<file path="config.mk">
export PLATFORM = sky130hd
export DESIGN_NAME = imem_loader
export DESIGN_NICKNAME = d
export VERILOG_FILES = /design/src/rtl/imem_loader.sv
export SDC_FILE = /design/constraint.sdc
export NUM_CORES = 1
export LEC_CHECK = 0
export ABC_AREA = 1
export BUFFER_PORTS_ARGS = -buffer_cell sky130_fd_sc_hd__buf_4
export CORE_MARGIN = 5
export CORE_UTILIZATION = 52
export DETAILED_ROUTE_END_ITERATION = 8
export PLACE_DENSITY = 0.73
export RECOVER_POWER = 100
export SLEW_MARGIN = 20
export SYNTH_ARGS = -nofsm -noshare
export SYNTH_HDL_FRONTEND = slang
export SYNTH_SLANG_ARGS = --single-unit
</file>
<file path="constraint.sdc">
create_clock -name clk -period 1.9 [get_ports clk]
set_input_delay 0.57 -clock clk [delete_from_list [all_inputs] [get_ports clk]]
set_output_delay 0.57 -clock clk [all_outputs]
set_load 0.03 [all_outputs]
</file>
<file path="src/rtl/imem_loader.sv">
// -----------------------------------------------------------------------------
// imem_loader
//
// Program loader for the Y86-64 sequential processor. It receives a framed
// byte stream over a valid/ready handshake and writes the payload into
// instruction memory starting at address 0, one byte per write. It then
// verifies an 8-bit checksum and raises cpu_run to release the processor.
//
// Frame: SYNC_BYTE, LEN_HI, LEN_LO, N payload bytes, CSUM.
// The frame is good when (sum of payload + CSUM) mod 256 == 0.
//
// Ports:
//   clk         system clock, rising edge
//   rst_n       asynchronous active-low reset
//   in_valid    upstream byte valid
//   in_data     upstream byte
//   in_ready    loader accepts a byte this cycle (decoded from state only)
//   start       one-cycle pulse, re-arms the loader from DONE or ERROR
//   imem_we     instruction-memory write strobe, one cycle per payload byte
//   imem_addr   write address
//   imem_wdata  write data
//   byte_count  payload bytes written in the current frame
//   load_done   frame loaded with a good checksum (held)
//   load_err    frame rejected (held)
//   cpu_run     processor enable, equal to load_done
// -----------------------------------------------------------------------------
module imem_loader #(
  parameter int          ADDR_W    = 10,
  parameter logic [7:0]  SYNC_BYTE = 8'hA5
) (
  input  logic              clk,
  input  logic              rst_n,
  input  logic              in_valid,
  input  logic [7:0]        in_data,
  output logic              in_ready,
  input  logic              start,
  output logic              imem_we,
  output logic [ADDR_W-1:0] imem_addr,
  output logic [7:0]        imem_wdata,
  output logic [ADDR_W:0]   byte_count,
  output logic              load_done,
  output logic              load_err,
  output logic              cpu_run
);

  localparam logic [2:0] ST_SYNC   = 3'd0;
  localparam logic [2:0] ST_LEN_HI = 3'd1;
  localparam logic [2:0] ST_LEN_LO = 3'd2;
  localparam logic [2:0] ST_DATA   = 3'd3;
  localparam logic [2:0] ST_CSUM   = 3'd4;
  localparam logic [2:0] ST_DONE   = 3'd5;
  localparam logic [2:0] ST_ERROR  = 3'd6;

  // Largest legal payload length: the full memory.
  localparam logic [16:0] CAPACITY = 17'd1 << ADDR_W;

  logic [2:0]        state_reg,  state_next;
  logic [7:0]        len_hi_reg, len_hi_next;
  logic [ADDR_W:0]   len_reg,    len_next;
  logic [ADDR_W:0]   index_reg,  index_next;
  logic [7:0]        sum_reg,    sum_next;
  logic              we_reg,     we_next;
  logic [ADDR_W-1:0] addr_reg,   addr_next;
  logic [7:0]        wdata_reg,  wdata_next;
  logic              done_reg,   done_next;
  logic              err_reg,    err_next;

  logic              accept;
  logic [16:0]       frame_len;
  logic [ADDR_W:0]   index_inc;
  logic [7:0]        sum_inc;

  // Ready depends only on registered state, never on in_valid.
  assign in_ready  = (state_reg != ST_DONE) && (state_reg != ST_ERROR);
  assign accept    = in_valid && in_ready;

  // Full 16-bit length, zero-extended so the oversize test cannot overflow.
  assign frame_len = {1'b0, len_hi_reg, in_data};
  assign index_inc = index_reg + (ADDR_W+1)'(1);
  assign sum_inc   = sum_reg + in_data;

  always_comb begin
    state_next  = state_reg;
    len_hi_next = len_hi_reg;
    len_next    = len_reg;
    index_next  = index_reg;
    sum_next    = sum_reg;
    we_next     = 1'b0;
    addr_next   = addr_reg;
    wdata_next  = wdata_reg;
    done_next   = done_reg;
    err_next    = err_reg;

    case (state_reg)
      ST_SYNC: begin
        // Bytes other than the marker are silently dropped.
        if (accept && (in_data == SYNC_BYTE)) state_next = ST_LEN_HI;
      end
      ST_LEN_HI: begin
        if (accept) begin
          len_hi_next = in_data;
          state_next  = ST_LEN_LO;
        end
      end
      ST_LEN_LO: begin
        if (accept) begin
          // Rejecting oversize lengths here guarantees the address never wraps.
          if ((frame_len == 17'd0) || (frame_len > CAPACITY)) begin
            err_next   = 1'b1;
            state_next = ST_ERROR;
          end else begin
            len_next   = frame_len[ADDR_W:0];
            index_next = '0;
            sum_next   = 8'h00;
            state_next = ST_DATA;
          end
        end
      end
      ST_DATA: begin
        if (accept) begin
          we_next    = 1'b1;
          addr_next  = index_reg[ADDR_W-1:0];
          wdata_next = in_data;
          index_next = index_inc;
          sum_next   = sum_inc;
          if (index_inc == len_reg) state_next = ST_CSUM;
        end
      end
      ST_CSUM: begin
        if (accept) begin
          if (sum_inc == 8'h00) begin
            done_next  = 1'b1;
            state_next = ST_DONE;
          end else begin
            err_next   = 1'b1;
            state_next = ST_ERROR;
          end
        end
      end
      ST_DONE, ST_ERROR: begin
        if (start) begin
          done_next  = 1'b0;
          err_next   = 1'b0;
          index_next = '0;
          state_next = ST_SYNC;
        end
      end
      default: begin
        state_next = ST_SYNC;
      end
    endcase
  end

  always_ff @(posedge clk or negedge rst_n) begin
    if (!rst_n) begin
      state_reg  <= ST_SYNC;
      len_hi_reg <= 8'h00;
      len_reg    <= '0;
      index_reg  <= '0;
      sum_reg    <= 8'h00;
      we_reg     <= 1'b0;
      addr_reg   <= '0;
      wdata_reg  <= 8'h00;
      done_reg   <= 1'b0;
      err_reg    <= 1'b0;
    end else begin
      state_reg  <= state_next;
      len_hi_reg <= len_hi_next;
      len_reg    <= len_next;
      index_reg  <= index_next;
      sum_reg    <= sum_next;
      we_reg     <= we_next;
      addr_reg   <= addr_next;
      wdata_reg  <= wdata_next;
      done_reg   <= done_next;
      err_reg    <= err_next;
    end
  end

  // The index doubles as the count of bytes already handed to memory.
  assign byte_count = index_reg;
  assign imem_we    = we_reg;
  assign imem_addr  = addr_reg;
  assign imem_wdata = wdata_reg;
  assign load_done  = done_reg;
  assign load_err   = err_reg;
  assign cpu_run    = done_reg;

endmodule

</file>
## Yosys cells after proc, flatten, opt, wreduce, memory -nomap -nowiden

Index checks and enable logic that the tools add are counted.

| operators by class | value |
|---|---|
| $lt $le $gt $ge | 1 |
| add/subtract/negate cells | 2 |
| muxes and demuxes | 30 |
| reductions and logical operators | 20 |
| equal/unequal tests | 21 |
| bitwise gates (word level) | 1 |

Operator list:

| cell | count |
|---|---|
| $mux 11 | 4 |
| $pmux 11 s3 | 1 |
| $mux 3 | 8 |
| $mux 8 | 3 |
| $ne 2x2->1 const B | 11 |
| $pmux 3 s6 | 1 |
| $logic_not 17->1 | 1 |
| $gt 16x11->1 const B | 1 |
| $pmux 8 s2 | 1 |
| $add 11x1->11 const B | 1 |
| $eq 11x11->1 | 1 |
| $eq 3x3->1 const B | 3 |
| $mux 1 | 9 |
| $add 8x8->8 | 1 |
| $eq 8x8->1 const B | 1 |
| $logic_not 8->1 | 1 |
| $reduce_and 4->1 | 2 |
| $reduce_and 7->1 | 1 |
| $eq 3x2->1 const B | 2 |
| $ne 3x3->1 const B | 2 |
| $reduce_and 6->1 | 1 |
| $reduce_bool 3->1 | 2 |
| $reduce_and 5->1 | 1 |
| $reduce_and 2->1 | 2 |
| 11 further kinds | 14 |

| word-level totals | value |
|---|---|
| bits in registers | 62 |
| output and inout port bits | 34 |
| input bits | 12 |

## Depth between registers and ports, before layout

| logic depth | value |
|---|---|
| depth in word-level cells | 6 |
| depth in mapped cells | 14 |
| depth with buffers taken out | 14 |

## Worst setup path before layout

OpenSTA, ideal clock, no wires.

| timing | value |
|---|---|
| path type | input -> register |
| start | input in_data[0] |
| end | register state_reg[1] |
| setup slack | -201 ps |
| stages on the path | 11 |
| arrival | 1985 ps |
| library setup time | 117 ps |
| path buffers | 0 |
| cell sequence | ha_1 -> fa_1 -> xor2_1 -> nor3_1 -> nand3_1 -> nor2_1 -> nand2_1 -> nand2_1 -> nand2_1 -> nand3_1 -> nand2_1 |

| on the way | value |
|---|---|
| word-level cells in the longest chain between the ends | 5 |

RTL lines:

| element | RTL line | text |
|---|---|---|
| start: declaration | 34 | `input logic [7:0] in_data,` |
| $add 8x8->8 | 80 | `assign sum_inc = sum_reg + in_data;` |
| $logic_not 8->1 | 131 | `if (sum_inc == 8'h00) begin` |
| $mux 2 | 131 |  |
| $mux 3 | 130 | `if (accept) begin` |
| $pmux 3 s6 | 94 | `case (state_reg)` |
| end signal: assignment | 167 | `state_reg <= state_next;` |
| end: declaration | 57 | `logic [2:0] state_reg, state_next;` |

Several ways; a longest one is shown, not always the timed one. The select of a mux whose other input is x is not followed.
A chain may end at the register's enable or synchronous reset.

## Worst setup path after layout

| timing | value |
|---|---|
| start | register sum_reg[0] |
| end | register state_reg[1] |

| on the way | value |
|---|---|
| word-level cells in the longest chain between the ends | 5 |

RTL lines:

| element | RTL line | text |
|---|---|---|
| start: declaration | 61 | `logic [7:0] sum_reg, sum_next;` |
| start signal: assignment | 171 | `sum_reg <= sum_next;` |
| $add 8x8->8 | 80 |  |
| $logic_not 8->1 | 131 |  |
| $mux 2 | 131 |  |
| $mux 3 | 130 |  |
| $pmux 3 s6 | 94 |  |

No other way between the ends. The select of a mux whose other input is x is not followed.

==> flow_summary.toml <==
[status]
status = "finished with violations"
violations = "negative setup slack"

[clocking]
clkLatencyLatePin_ns = 0.34
clkSlewWorstSetupHoldPaths_ns = 0.07
cts_root_buf = "clkbuf_8"
clock_sinks = 62
cts_tree = "done"
h-tree-depth = 3
cts_made_buffers = 9
cts_buffer_depth = 2

[drt]
ant_nets = 0
drtIter0Drc = 143
drc = 0
vias_per_cell = 5.20
routed_wl_um = 8410
vias = 3180
drt-pass1-iter-count = 5
wire_per_inst_um = 13.7

[worst_setup_path]
path_cells = "ha_4 > fa_2 > xor2_2 > nor3_2 > nand3_1 > nor2_2 > nand2_1 > nand2_2 > nand2_1 > nand3_1 > nand2_1"
crit_type = "flop to flop"
cpPeakStageDelay_ns = 0.41
end_kind = "flop"
cp-start-kind = "flop"
critical_path_peak_fanout = 3
slowest_stage = "dfrtp_1"
path_common_cell = "nand2_1"
critPathRequiredTime_ns = 2.13
crit_arrival_ns = 2.25

[grt]
grt_pass1_wl_um = 14300
grt_use_total = 0.211
grt_overflow = 0
grt_pass1_vias = 3221
grt_max_degree = 40
antenna_found_initial = 0

[yosys]
synth_cells = 446
yosysWarnings = 0
ys_ff_latch = 62
synth_nets = 467
syn_avg_cell_area_um2 = 7.59
yosysSeqAreaShare = 0.458
yosysUniqueCellTypes = 35
synth.cell_area_um2 = 3390

[final_layout]
diodes = 0
nets = 551
layout-drive-gt1-share = 0.204
area_growth_pct = 25.2
fillerInstances = 529

[power]
clkPwrFrac = 0.180
p_comb_frac = 0.487
switchingPower_mw = 2.81
sequentialPowerShare = 0.333
vdd_ir_drop_max_uv = 847
total_power_mw = 6.44
p_sw_frac = 0.436
p_leak_nw = 2.15
p_per_area_nw_per_um2 = 1520
internal-power_mw = 3.63

[sta]
setup_tns_ns = -0.301
setup_violations = 4
period_needed_ns = 2.02
drv_slew = 0
min_period_over_period = 1.06
finalHoldViolations = 0
clock.fmax_mhz = 495
rsz0062_at_grt = "true"
relSlewSlack = 0.434
setup_ws_ns = -0.121
clock_skew_ns = 0.00858
worst_pin_slew_ns = 0.849

[floorplanning]
ioPinCount = 46
die_height_um = 90.7
core_um2 = 6350
initial_core_util = 0.533
die_area_um2 = 8220
die_x_um = 90.7
rows = 29

[place]
place_congestion = 0.855
port_buffers = 45
pre_cts_ws_ns = -0.438
hpwl_um = 6050

[job]
max_cap_viol_count = 0

[worst_hold_path]
min_path_type = "input pin to asynchronous set/reset pin"
[timing repair]
| action | in CTS | in global routing |
|---|---|---|
| gates resized for setup | 2 | 25 |
| hold buffers | 0 | 0 |
| pin swaps | 1 | 7 |
| endpoints found under the hold margin | 0 | 0 |
| setup endpoints to repair | 5 | 13 |
| buffers inserted | 5 | 6 |
[kinds of logic (layout without fill, tap and decap cells)]
kind of cell               count (synthesis)  count (layout)  synth area share
AOI/OAI and AO/OA                         65              65             0.112
and+or+nand+nor                          238             238             0.306
xor gates and xnor gates                   3               3           0.00776
adders and majority gates                  9               9            0.0355
buffers and inverters                     69             158            0.0802
DFF                                       62              62             0.458
[through the flow]
stage                     instances  hold WS [ns]  cell area (um^2)   util
after detailed placement        585         0.460              4020  0.632
final                           612         0.275              4240  0.667
after global placement          585         0.456              4020  0.632
after floorplan                 446         0.274              3400      -
after global routing            612         0.334              4240  0.667
after CTS                       606         0.158              4260  0.671
[critical path, delay by kind of cell, from the launching register on]
family | cells | cell delay, ns
XOR/XNOR | 1 | 0.20
adder cells (fa/ha/maj) | 2 | 0.55
flip-flops | 1 | 0.41
AND/OR/NAND/NOR | 8 | 0.75
[layer usage]
metal	GRT usage	routed length, um
met1	0.245	3620
met2	0.357	4130
met3	0.0575	433
met4	0.100	226
met5	0	0
[worst paths after layout]
path | from | to | slack (ns) | cells after the start
worst min register to register | imem_addr[5] | imem_addr[5] | 0.47 | 2
worst min-delay path | rst_n | imem_addr[1] | 0.28 | 1
min in group clk | imem_addr[5] | imem_addr[5] | 0.47 | 2
worst max-delay path | sum_reg[0] | state_reg[1] | -0.12 | 11
worst max register to register | sum_reg[0] | state_reg[1] | -0.12 | 11
max in group asynchronous | rst_n | len_reg[9] | 0.35 | 2
[area by class of cell]
cell class	count	area [um^2]	share of cell area
Clock buffer	11	141	0.0334
Clock inverter	5	58.8	0.0139
Inverter	59	221	0.0523
Multi-Input combinational cell	315	1660	0.393
Sequential cell	62	1550	0.367
Tap cell	77	96.3	0.0227
Timing Repair Buffer	83	502	0.118
[Yosys cell counts, drive strengths merged]
cell | count | area, um^2
a21oi | 7 | 35.0
a22o | 9 | 82.6
a31oi | 1 | 6.26
and2 | 1 | 6.26
buf | 3 | 23.8
clkbuf | 7 | 26.3
dfrtp | 62 | 1550
fa | 1 | 20.0
ha | 8 | 100
inv | 59 | 221
nand2 | 149 | 569
nand3 | 40 | 205
nand3b | 5 | 37.5
nand4 | 5 | 31.3
nor2 | 29 | 131
nor3 | 6 | 35.0
nor4 | 2 | 12.5
o211ai | 1 | 7.51
o21ai | 45 | 229
o21bai | 2 | 18.8
or2 | 1 | 8.76
xnor2 | 2 | 17.5
xor2 | 1 | 8.76
[power groups by stage]
stage | clock network [mW] | logic, mW | registers [mW]
finish | 1.16 | 3.13 | 2.14
CTS | 1.19 | 3.13 | 2.13
global placement | 0 | 2.94 | 2.13
detailed placement | 0 | 3.03 | 2.15
global route | 1.26 | 3.47 | 2.20
floorplan | 0 | 1.61 | 2.55
[placed cells by master, fill, tap and decap left out, types with 6 or more instances in the layout]
master and n:
a22o_1 6, nand2_1 141, inv_1 54, clkbuf_8 10, o21ai_0 42, buf_4 43, nand2_2 8, nand3_1 37
clkbuf_1 31, nor2_1 22, dfrtp_1 60
No activity file was read; power rests on OpenSTA's default activity.
